## src/rtl/counter_pkg.sv

```systemverilog
// Shared constants and operation encoding for the up/down counter slice.
package counter_pkg;

  localparam logic CNT_UP   = 1'b1;
  localparam logic CNT_DOWN = 1'b0;

  typedef enum logic [1:0] {
    CLEAR,
    LOAD,
    INCR,
    HOLD
  } cnt_op_e;

  // Priority: clear > load > incr > hold.
  function automatic cnt_op_e cnt_decode(input logic i_clear, input logic i_load,
                                         input logic i_incr);
    cnt_op_e op;
    op = HOLD;
    if (i_clear)     op = CLEAR;
    else if (i_load) op = LOAD;
    else if (i_incr) op = INCR;
    return op;
  endfunction

endpackage

```

## src/rtl/cnt_next_val.sv

```systemverilog
// Combinational next-count, wrap/terminal pulse and cascade terminal-count flag.
// Saturation is only built when UPDNCNT_SAT_EN is defined.
module cnt_next_val
  import counter_pkg::*;
#(
  parameter int unsigned WIDTH = 8
) (
  input  logic [WIDTH-1:0] i_q,
  input  logic             i_dir,
  input  logic [WIDTH-1:0] i_limit,
  input  logic             i_sat,
  output logic [WIDTH-1:0] o_q_next,
  output logic             o_c_next,
  output logic             o_tc
);

  logic w_at_up;
  logic w_at_dn;
  logic w_sat;

  // ">=" so a loaded value above limit is treated as terminal when counting up.
  assign w_at_up = (i_q >= i_limit);
  assign w_at_dn = (i_q == '0);
  assign o_tc    = ((i_dir == CNT_UP) & w_at_up) | ((i_dir == CNT_DOWN) & w_at_dn);

`ifdef UPDNCNT_SAT_EN
  assign w_sat = i_sat;
`else
  logic w_unused_sat;
  assign w_unused_sat = i_sat;
  assign w_sat        = 1'b0;
`endif

  always_comb begin
    o_q_next = i_q;
    o_c_next = 1'b0;
    if (i_dir == CNT_UP) begin
      if (w_at_up) begin
        o_c_next = 1'b1;
        o_q_next = w_sat ? i_limit : '0;
      end else begin
        o_q_next = i_q + 1'b1;
      end
    end else begin
      if (w_at_dn) begin
        o_c_next = 1'b1;
        o_q_next = w_sat ? '0 : i_limit;
      end else begin
        o_q_next = i_q - 1'b1;
      end
    end
  end

endmodule

```

## src/rtl/updown_counter_n.sv

```systemverilog
// Parametrised up/down counter: programmable limit, parallel load, registered
// wrap pulse c and combinational cascade flag tc. Optional saturation: UPDNCNT_SAT_EN.
module updown_counter_n
  import counter_pkg::*;
#(
  parameter int unsigned      WIDTH     = 8,
  parameter logic [WIDTH-1:0] RESET_VAL = '0
) (
  input  logic             clk,
  input  logic             clear,
  input  logic             load,
  input  logic [WIDTH-1:0] d,
  input  logic             incr,
  input  logic             dir,
  input  logic [WIDTH-1:0] limit,
  input  logic             sat,
  output logic [WIDTH-1:0] q,
  output logic             c,
  output logic             tc
);

  cnt_op_e          w_op;
  logic [WIDTH-1:0] r_q;
  logic             r_c;
  logic [WIDTH-1:0] w_q_next;
  logic             w_c_next;

  cnt_next_val #(
    .WIDTH(WIDTH)
  ) u_next (
    .i_q     (r_q),
    .i_dir   (dir),
    .i_limit (limit),
    .i_sat   (sat),
    .o_q_next(w_q_next),
    .o_c_next(w_c_next),
    .o_tc    (tc)
  );

  always_comb begin
    w_op = cnt_decode(clear, load, incr);
  end

  always_ff @(posedge clk) begin
    case (w_op)
      CLEAR: begin
        r_q <= RESET_VAL;
        r_c <= 1'b0;
      end
      LOAD: begin
        r_q <= d;
        r_c <= 1'b0;
      end
      INCR: begin
        r_q <= w_q_next;
        r_c <= w_c_next;
      end
      default: begin
        r_c <= 1'b0;
      end
    endcase
  end

  assign q = r_q;
  assign c = r_c;

endmodule
```

## config.mk

```make
export PLATFORM = sky130hd
export DESIGN_NAME = updown_counter_n
export DESIGN_NICKNAME = d
export VERILOG_FILES = /design/src/rtl/counter_pkg.sv /design/src/rtl/cnt_next_val.sv /design/src/rtl/updown_counter_n.sv
export SDC_FILE = /design/constraint.sdc
export NUM_CORES = 1
export LEC_CHECK = 0
export ABC_CLOCK_PERIOD_IN_PS = 3900
export CORE_ASPECT_RATIO = 1.75
export CORE_MARGIN = 3
export CORE_UTILIZATION = 40
export DETAILED_ROUTE_END_ITERATION = 10
export PLACE_DENSITY_LB_ADDON = 0.12
export RECOVER_POWER = 25
export SETUP_SLACK_MARGIN = 0.1
export SYNTH_ARGS = -nofsm -noshare
export SYNTH_HDL_FRONTEND = slang
export SYNTH_SLANG_ARGS = --single-unit
```

## constraint.sdc

```tcl
create_clock -name clk -period 3.9 [get_ports clk]
set_input_delay 1.17 -clock clk [delete_from_list [all_inputs] [get_ports clk]]
set_output_delay 1.17 -clock clk [all_outputs]
set_load 0.005 [all_outputs]
```

==> impl_metrics.json, run 1 <==
{
  "cp_data_required_time_ps": 2730,
  "worst_ep_arrival_time_ps": 2530,
  "route.detailed.drc": 0,
  "crit_path_max_fanout": 2,
  "synth_adder_area_share": 0.131,
  "number_of_enable_flip_flop_cells_after_synthesis": 8,
  "via_count": 1114,
  "postPlaceCellArea_sq_mm": 0.00144,
  "htree_levels": 1,
  "ctsHoldBuffers": 0,
  "fmax_mhz": 270,
  "powerDensity_mw_per_mm2": 279,
  "synth.yosys.seq_area_share": 0.248,
  "ys_ff_latch": 9,
  "grt_pass1_vias": 1107,
  "clock_path_buffers": 2,
  "sum_of_routed_wire_length_over_all_layers_um": 3020,
  "numClockSinks": 9,
  "setup.worst_path.end_class": "output pin",
  "leakagePower_nw": 0.723,
  "avgSynthCellArea_sq_um": 8.28,
  "startpoint_type": "primary input",
  "final_layout_size_suffix_gt1_frac": 0.257,
  "report.final.slew_viol_count": 0,
  "pin_count_of_the_biggest_net_entering_global_routing": 11,
  "cts_tree": "built",
  "die_height_um": 73.8,
  "combinational_family_with_the_most_area_after_synthesis": "compound AO/OA/AOI/OAI gates",
  "maxCapViolations": 0,
  "maxSlewHeadroom": 0.525,
  "ys_async_sr_fraction": 0,
  "globalRoute.totalOverflow": 0,
  "post_drt_wl_per_cell_um": 15.0,
  "yosys.area_share.simple": 0.210,
  "place.detailed.hpwl_um": 2340,
  "synth_cell_type_count": 42,
  "area_share_of_xor_xnor_cells_in_the_synthesized_design": 0.0500,
  "synth_warnings": 0,
  "post-route-min-period_ps": 3700,
  "floorplan.die_area_sq_mm": 0.00330,
  "rsz0062_at_grt": "false",
  "area_growth_pct": 51.7,
  "die_x_um": 44.8,
  "numCtsBuffers": 3,
  "fp-row-count": 24,
  "drt_pre_antenna_iters": 5,
  "status": "completed",
  "worstMarginPinSlew_ps": 711,
  "finish.net_count": 209,
  "vias_per_cell": 5.54,
  "finalSetupViolCount": 0,
  "antenna_found_initial": 0,
  "fp.coreArea_sq_mm": 0.00249,
  "count_of_antenna_diodes_in_the_layout": 0,
  "syn_area_sq_mm": 0.00105,
  "routabilityCongestion": 0.836,
  "dr.first_iter.drc_count": 42,
  "synth.net_count": 160,
  "ant_nets": 0,
  "path_class": "in -> out",
  "hold_viol": 0,
  "grt_usage": 0.204,
  "floorplan.io_pins": 32,
  "worst_skew_pair.late_latency_ps": 250,
  "synth-compound-area-share": 0.210,
  "hp-class": "reg -> reg",
  "clkTransAtPathRegs_ps": 60,
  "numPortBuffers": 30,
  "timing.setup.tns_ps": 0,
  "worst_clock_skew_ps": 2.54,
  "yosys-mux-area-fraction": 0.0536,
  "netlist_instances": 127,
  "grt_first_pass_wirelength_um": 4950,
  "ctsRootBufferMaster": "sky130_fd_sc_hd__clkbuf_8",
  "peakVddDrop_mv": 0.187,
  "most_frequently_used_flop_master_after_synthesis": "sky130_fd_sc_hd__edfxtp_1",
  "fin_crit_sh": 0.950,
  "floorplan.initialDensity": 0.422,
  "stdcell_area_sq_mm": 0.00159
}
final cells by class:
type / instances / area [sq um]
fillers: 229 / 898
inverters: 13 / 48.8
multi-input cells: 97 / 759
clock buffers: 4 / 45.0
well taps: 26 / 32.5
flip-flops and latches: 9 / 260
repair buffers: 52 / 448
state kept, by name, summed over array words and instances, names as in the netlist:
signal	cells
c	1
q	8
synth_stat cells, types with 2 or more instances:
master | n | share of area
sky130_fd_sc_hd__nand2_1 | 14 | 0.050
sky130_fd_sc_hd__inv_1 | 13 | 0.046
sky130_fd_sc_hd__ha_1 | 11 | 0.13
sky130_fd_sc_hd__a21oi_1 | 10 | 0.048
sky130_fd_sc_hd__edfxtp_1 | 8 | 0.23
sky130_fd_sc_hd__o21ai_0 | 7 | 0.033
sky130_fd_sc_hd__nor2_1 | 6 | 0.021
sky130_fd_sc_hd__nand3_1 | 4 | 0.019
sky130_fd_sc_hd__xor2_1 | 4 | 0.033
sky130_fd_sc_hd__a22o_1 | 3 | 0.025
sky130_fd_sc_hd__buf_6 | 3 | 0.032
sky130_fd_sc_hd__mux2i_1 | 3 | 0.029
sky130_fd_sc_hd__nand2b_1 | 3 | 0.018
sky130_fd_sc_hd__nand4_1 | 3 | 0.018
sky130_fd_sc_hd__and3_1 | 2 | 0.012
sky130_fd_sc_hd__buf_2 | 2 | 0.0095
sky130_fd_sc_hd__clkbuf_1 | 2 | 0.0071
sky130_fd_sc_hd__nor2b_1 | 2 | 0.012
sky130_fd_sc_hd__nor3b_1 | 2 | 0.014
sky130_fd_sc_hd__o31ai_1 | 2 | 0.014
sky130_fd_sc_hd__xnor2_1 | 2 | 0.017
through the flow:
| stage | setup slack (ps) | util | hold WS [ps] | std cells | power [mW] |
|---|---|---|---|---|---|
| after detailed placement | -599 | 0.578 | 804 | 190 | 0.304 |
| final | 197 | 0.640 | 841 | 201 | 0.445 |
| after CTS | 119 | 0.638 | 844 | 200 | 0.441 |
| after global routing | 107 | 0.640 | 935 | 201 | 0.471 |
| after global placement | -573 | 0.578 | 782 | 190 | 0.300 |
| after floorplan | 429 | - | 821 | 127 | 0.228 |
worst paths after layout:
check | from | end | slack, ps | depth (start not counted)
worst max-delay path | limit[0] | tc | 200 | 8
worst min-delay path | q[0]$_DFFE_PP_ | q[0]$_DFFE_PP_ | 840 | 3
worst max register to register | q[5]$_DFFE_PP_ | q[1]$_DFFE_PP_ | 1430 | 6
worst min register to register | q[0]$_DFFE_PP_ | q[0]$_DFFE_PP_ | 840 | 3
placed cells by master (no fill, tap or decap), types with 3 or more instances in the layout:
cell type	n
sky130_fd_sc_hd__nand3_1	4
sky130_fd_sc_hd__nand4_1	3
sky130_fd_sc_hd__xor2_1	4
sky130_fd_sc_hd__a22o_1	3
sky130_fd_sc_hd__buf_4	22
sky130_fd_sc_hd__a21oi_2	4
sky130_fd_sc_hd__inv_1	11
sky130_fd_sc_hd__mux2i_1	3
sky130_fd_sc_hd__clkdlybuf4s50_1	19
sky130_fd_sc_hd__clkbuf_8	3
sky130_fd_sc_hd__ha_4	3
sky130_fd_sc_hd__a21oi_1	6
sky130_fd_sc_hd__o21ai_0	6
sky130_fd_sc_hd__edfxtp_1	8
sky130_fd_sc_hd__nor2_1	6
sky130_fd_sc_hd__ha_1	6
sky130_fd_sc_hd__nand2_1	14
sky130_fd_sc_hd__dlygate4sd2_1	6
critical path, cell delays in order:
cell and delay [ps]:
sky130_fd_sc_hd__buf_2 120, sky130_fd_sc_hd__ha_4 200, sky130_fd_sc_hd__nand2b_4 130, sky130_fd_sc_hd__a2111o_1 440, sky130_fd_sc_hd__a21oi_2 160, sky130_fd_sc_hd__nand2b_4 140
sky130_fd_sc_hd__nand2_1 50, sky130_fd_sc_hd__buf_2 120
routing by layer:
layer  track usage  routed length (um)  share of wire  up-vias
met4        0.0839                  64          0.021        0
met3        0.0172                 117          0.039        9
met1         0.233                1160           0.38      509
met2         0.371                1680           0.56       41
li1              -                   -              -      555
met5             0                   0              0        -
cells by family after synthesis:
group	Yosys count
buffers and inverters	21
xor gates and xnor gates	6
adders and majority gates	11
muxes	5
DFF	9
and+or+nand+nor	42
AOI/OAI and AO/OA	33
power by group:
part	leakage, nW	switching (mW)	internal (mW)
clock	0.0228	0.0496	0.0723
combinational	0.601	0.0867	0.113
sequential	0.0991	0.00949	0.115
what timing repair did:
item / 4_1_cts / 5_1_grt
pin swaps: 9 / 3
setup endpoints to repair: 1 / 1
gates resized for setup: 28 / 2
setup buffers: 6 / 1
(Power assumes the default switching activity.)
==> run 2, diff against run 1 <==
- ABC_AREA: not set -> 1
- ABC_CLOCK_PERIOD_IN_PS: 3900 -> 4160
- SLEW_MARGIN: not set -> 15
- clock period: 3.9 -> 4.16 ns (I/O delays scaled with it)
==> run 2 against run 1 <==
  * Synthesized area grew 9.5%
  * Core utilization down 4.6 points
  * Critical endpoint unchanged
  * Non-clock buffer count shrank 11
  * Register-to-register slack better by 710 ps
  * Synthesized cell count increased by 42%
  * Largest power group unchanged
  * Hold slack got worse by 76 ps
  * Via count is 14% higher
==> impl_metrics.json, run 2 <==
{
  "status": "completed",
  "ys_ff_latch": 9,
  "synth.most_common_cell": "sky130_fd_sc_hd__nand2_1",
  "worst_skew_pair.late_latency_ps": 230,
  "report.final.slew_viol_count": 0,
  "numPortBuffers": 30,
  "worst-r2r-setup-slack_ps": 2140,
  "finalSetupViolCount": 0,
  "grt_pass1_vias": 1336,
  "grt_usage": 0.194,
  "fp-row-count": 25,
  "crit_path_max_incr_delay_ps": 470,
  "timing.setup.tns_ps": 0,
  "path_class": "in -> out",
  "setup.worst_path.end_class": "output pin",
  "ctsRootBufferMaster": "sky130_fd_sc_hd__clkbuf_8",
  "finalPower_mw": 0.394,
  "leakagePower_nw": 0.828,
  "via_count": 1265,
  "fp.coreArea_sq_mm": 0.00272,
  "pre_cts_ws_ps": -308,
  "layout_common_cells": "61 x sky130_fd_sc_hd__nand2_1, 25 x sky130_fd_sc_hd__inv_1, 22 x sky130_fd_sc_hd__clkdlybuf4s50_1",
  "min-delay-start": "q[0]$_DFFE_PP_",
  "synth.yosys.seq_area_share": 0.226,
  "clock_path_buffers": 2,
  "dr.first_iter.drc_count": 41,
  "buffers_plus_inverters_on_the_worst_setup_path": 3,
  "path_cells": "clkdlybuf4s50_1 > inv_2 > ha_4 > a21oi_2 > o21a_1 > nand2_2 > nand2_2 > nand2_1 > clkbuf_2",
  "pin_count_of_the_biggest_net_entering_global_routing": 11,
  "largest_reg_flops": 8,
  "synth_cell_type_count": 25,
  "worst_hold_path.endpoint": "q[0]$_DFFE_PP_",
  "avgSynthCellArea_sq_um": 6.40,
  "place.detailed.hpwl_um": 2520,
  "startpoint_type": "primary input",
  "synth.net_count": 213,
  "ys_async_sr_fraction": 0,
  "crit_path_max_fanout": 2,
  "post-route-min-period_ps": 3900,
  "sum_of_routed_wire_length_over_all_layers_um": 2980,
  "post_cts.repair.setup_buffers": 0,
  "netlist.area_leader.share": 0.209,
  "setup_ws_ps": 263,
  "grt_first_pass_wirelength_um": 5330,
  "timing.rr.start": "q[3]$_DFFE_PP_",
  "cpMaxStageDelayCell": "sky130_fd_sc_hd__clkdlybuf4s50_1",
  "vias_per_cell": 5.08,
  "reg2reg_depth": 11,
  "worst_ep_arrival_time_ps": 2650,
  "ys_top_cells_by_area": "sky130_fd_sc_hd__edfxtp_1 21%, sky130_fd_sc_hd__nand2_1 21%, sky130_fd_sc_hd__ha_1 12%",
  "ctsHoldBuffers": 0,
  "floorplan.io_pins": 32,
  "maxSlewHeadroom": 0.684,
  "routabilityCongestion": 0.783,
  "finish.net_count": 256,
  "antenna_found_initial": 0,
  "number_of_enable_flip_flop_cells_after_synthesis": 8,
  "mostFrequentLayoutCell": "sky130_fd_sc_hd__nand2_1",
  "fin_crit_sh": 0.937,
  "synth_area_leader_cell": "sky130_fd_sc_hd__edfxtp_1",
  "syn_area_sq_mm": 0.00115,
  "globalRoute.totalOverflow": 0,
  "route.detailed.drc": 0,
  "post_drt_wl_per_cell_um": 12.0,
  "fmax_mhz": 257,
  "peakVddDrop_mv": 0.192,
  "whs_path_depth": 3,
  "ant_nets": 0,
  "rsz0062_at_grt": "false",
  "synth_warnings": 0,
  "critical-path-top-cell-by-count": "sky130_fd_sc_hd__nand2_2",
  "count_of_antenna_diodes_in_the_layout": 0,
  "htree_levels": 1,
  "path_delay_family": "buffers and inverters",
  "most_frequently_used_flop_master_after_synthesis": "sky130_fd_sc_hd__edfxtp_1",
  "powerDensity_mw_per_mm2": 244,
  "cts_tree": "built",
  "netlist_instances": 180,
  "clkTransAtPathRegs_ps": 40,
  "die_x_um": 46.6,
  "area_growth_pct": 40.3,
  "worst_hold_slack_ps": 765,
  "worst_clock_skew_ps": 2.44,
  "final_layout_size_suffix_gt1_frac": 0.149,
  "cp_data_required_time_ps": 2910,
  "synthTopCellsByCount": "63 x sky130_fd_sc_hd__nand2_1, 27 x sky130_fd_sc_hd__inv_1, 18 x sky130_fd_sc_hd__nor2_1",
  "numClockSinks": 9,
  "floorplan.initialDensity": 0.423,
  "hold_viol": 0,
  "floorplan.die_area_sq_mm": 0.00358,
  "die_height_um": 77.0,
  "worstMarginPinSlew_ps": 473,
  "drt_pre_antenna_iters": 4,
  "utilization": 0.594,
  "hp-class": "reg -> reg",
  "numCtsBuffers": 3,
  "timing.rr.end": "q[2]$_DFFE_PP_",
  "final.fill_count": 281,
  "maxCapViolations": 0
}
run 2: cell count changes after synthesis, sizes merged, moves of 3 or more:
cell | previous run | this run
nor2 | 6 | 23
nand2 | 14 | 64
inv | 13 | 28
buf | 6 | 3
mux2i | 3 | 0
nand2b | 3 | 0
nand3 | 4 | 17
a21oi | 10 | 7
a22o | 3 | 0
run 2: kinds of logic after synthesis:
logic type      synth area share
compound gates            0.0815
xor+xnor                  0.0228
fa+ha+maj                  0.120
buf+inv                    0.114
flops                      0.226
simple gates               0.436
run 2: cell type report:
cell class / instances / area, sq um / area share
Sequential cell: 9 / 260 / 0.161
Inverter: 28 / 108 / 0.0666
Tap cell: 27 / 33.8 / 0.0209
Multi-Input combinational cell: 140 / 797 / 0.493
Clock buffer: 4 / 45.0 / 0.0279
Timing Repair Buffer: 41 / 372 / 0.230
run 2: routing by layer:
layer	routed length, um	track usage	part of all wire	vias to the layer above
li1	-	-	-	659
met1	1080	0.205	0.36	562
met2	1680	0.355	0.56	38
met3	139	0.00939	0.047	6
met4	78	0.0969	0.026	0
met5	0	0	0	-
run 2: where the power goes:
group          total (mW)  internal, mW  switching (mW)
Combinational       0.167        0.0810          0.0860
Clock               0.100        0.0667          0.0338
Sequential          0.127         0.108          0.0188
run 2: through the flow:
stage	cells	cell area [sq um]
finish	249	1620
global route	249	1620
CTS	249	1610
detailed placement	245	1540
global placement	245	1540
floorplan	180	1150
run 2: how the worst max path moves through the flow:
stage / from / to / depth (start not counted) / slack, ps
2_1_floorplan: limit[3] / tc / 10 / 730
3_3_place_gp: limit[3] / tc / 12 / -270
3_5_place_dp: limit[3] / tc / 12 / -310
4_1_cts: limit[7] / tc / 9 / 110
5_1_grt: limit[4] / tc / 10 / 180
6_report: limit[7] / tc / 9 / 260
run 2: worst reg2reg max path, delay by kind of cell, from the launching register on:
family | cells | cell delay (ps)
flip-flops | 1 | 540
adder cells (fa/ha/maj) | 1 | 370
buffers and inverters | 1 | 170
AND/OR/NAND/NOR | 9 | 700
run 2: what timing repair did:
action                                  4_1_cts  5_1_grt
gates cloned                                  0        0
pin swaps                                     6        3
endpoints found under the setup margin        1        1
resized for setup                            11        5
==> run 3, diff against run 2 <==
- ABC_AREA: 1 -> not set
- MAX_ROUTING_LAYER: not set -> met4
==> run 3 against run 2 <==
  * Clock skew fell by 1.3 ps
  * Largest power group unchanged
  * First-iteration DRC count decreased by 39%
  * Setup slack got worse by 110 ps
  * Largest cell class unchanged
  * Critical path type unchanged
==> impl_metrics.json, run 3 (same netlist as run 1, synthesis figures left out) <==
{
  "setup_ws_ps": 150,
  "report.final.slew_viol_count": 0,
  "worst_ep_arrival_time_ps": 2760,
  "p_sw_mw": 0.129,
  "largest_reg_flops": 8,
  "finish.net_count": 203,
  "numPortBuffers": 30,
  "route.detailed.drc": 0,
  "count_of_antenna_diodes_in_the_layout": 0,
  "leakagePower_nw": 0.711,
  "via_count": 1062,
  "clkTransAtPathRegs_ps": 50,
  "final.fill_count": 236,
  "maxSlewHeadroom": 0.566,
  "fp-row-count": 24,
  "fin_crit_sh": 0.964,
  "status": "completed",
  "detail_route.wirelength.met1_um": 1180,
  "worst_skew_pair.late_latency_ps": 240,
  "hold_viol": 0,
  "intPower_mw": 0.272,
  "reg2reg_depth": 5,
  "antenna_found_initial": 0,
  "place.detailed.hpwl_um": 2300,
  "maxUsedRoutingLayer": "met4",
  "ant_nets": 0,
  "power.share.clock": 0.265,
  "crit_path_max_fanout": 2,
  "share_seq_of_total_power": 0.292,
  "floorplan.initialDensity": 0.422,
  "vias_per_cell": 5.45,
  "fmax_mhz": 249,
  "numClockSinks": 9,
  "whs_path_depth": 3,
  "hp-class": "reg -> reg",
  "die_height_um": 73.8,
  "finalPower_mw": 0.401,
  "post_drt_wl_per_cell_um": 15.0,
  "layout_common_cells": "20 x sky130_fd_sc_hd__clkdlybuf4s50_1, 16 x sky130_fd_sc_hd__buf_4, 14 x sky130_fd_sc_hd__nand2_1",
  "timing.setup.tns_ps": 0,
  "mostFrequentLayoutCell": "sky130_fd_sc_hd__clkdlybuf4s50_1",
  "path_class": "in -> out",
  "stdcell_area_sq_mm": 0.00156,
  "maxCapViolations": 0,
  "rsz0062_at_grt": "false",
  "floorplan.die_area_sq_mm": 0.00330,
  "htree_levels": 1,
  "netSwitchingFraction": 0.322,
  "grt_usage": 0.198,
  "ctsRootBufferMaster": "sky130_fd_sc_hd__clkbuf_8",
  "floorplan.io_pins": 32,
  "startpoint_type": "primary input",
  "grt_first_pass_wirelength_um": 4770,
  "area_growth_pct": 48.7,
  "layout.area.seq_sq_um": 260,
  "pin_count_of_the_biggest_net_entering_global_routing": 15,
  "clock_path_buffers": 2,
  "routabilityCongestion": 0.854,
  "post-route-min-period_ps": 4010,
  "drt_pre_antenna_iters": 4,
  "final_layout_size_suffix_gt1_frac": 0.225,
  "cts_tree": "built",
  "met2WireLength_um": 1600,
  "p_comb_frac": 0.443,
  "postPlaceCellArea_sq_mm": 0.00143,
  "finalSetupViolCount": 0,
  "worst_hold_slack_ps": 808,
  "worst_clock_skew_ps": 1.12,
  "die_x_um": 44.8,
  "numCtsBuffers": 3,
  "ctsHoldBuffers": 0,
  "pre_cts_ws_ps": -501,
  "fp.coreArea_sq_mm": 0.00249,
  "cp_data_required_time_ps": 2910,
  "met3WireLength_um": 99,
  "globalRoute.totalOverflow": 0,
  "grt_pass1_vias": 1099,
  "sum_of_routed_wire_length_over_all_layers_um": 2920,
  "dr.first_iter.drc_count": 25,
  "peakVddDrop_mv": 0.143,
  "setup.worst_path.end_class": "output pin",
  "multi_input_comb_area_sq_um": 761,
  "worstMarginPinSlew_ps": 650,
  "powerDensity_mw_per_mm2": 257
}
run 3: layout make-up:
type / count / area share
Multi-Input combinational cell: 97 / 0.487
Timing Repair Buffer: 46 / 0.266
Sequential cell: 9 / 0.167
Inverter: 13 / 0.0312
Clock buffer: 4 / 0.0288
Tap cell: 26 / 0.0208
run 3: power by group through the flow:
stage / registers [mW] / clock network [mW] / logic (mW)
after detailed placement: 0.118 / 0 / 0.165
after CTS: 0.117 / 0.105 / 0.175
after global routing: 0.118 / 0.111 / 0.196
after global placement: 0.117 / 0 / 0.162
final: 0.117 / 0.106 / 0.178
after floorplan: 0.119 / 0 / 0.0953
run 3: path summary, 6_finish.rpt:
kind	from	slack (ps)	endpoint
max reg2reg	q[5]$_DFFE_PP_	1660	q[1]$_DFFE_PP_
min reg2reg	q[0]$_DFFE_PP_	810	q[0]$_DFFE_PP_
min	q[0]$_DFFE_PP_	810	q[0]$_DFFE_PP_
max	limit[6]	150	tc
run 3: worst max-delay path, cell delays in order:
cell and delay, ps:
sky130_fd_sc_hd__clkdlybuf4s50_1 470, sky130_fd_sc_hd__inv_2 50, sky130_fd_sc_hd__ha_4 260, sky130_fd_sc_hd__nand4_1 110
sky130_fd_sc_hd__a21oi_2 230, sky130_fd_sc_hd__a21oi_4 90, sky130_fd_sc_hd__nand2b_4 140, sky130_fd_sc_hd__nand2_1 60
sky130_fd_sc_hd__buf_2 100
run 3: metal layers:
metal / vias up / global-route usage
met1: 488 / 0.213
met5: - / -
li1: 544 / -
met2: 24 / 0.365
met3: 6 / 0.0270
met4: 0 / 0.0503
run 3: timing repair:
item                       4_1_cts  5_1_grt
pin swaps                        6        4
setup endpoints to repair        1        1
hold endpoints to repair         0        0
resized for setup               21        6
cloned                           0        0
setup buffers                    0        2
run 3: per-stage QoR:
step | util | std cells
2_1_floorplan | - | 127
3_3_place_gp | 0.575 | 189
3_5_place_dp | 0.575 | 189
4_1_cts | 0.613 | 193
5_1_grt | 0.627 | 195
6_report | 0.627 | 195
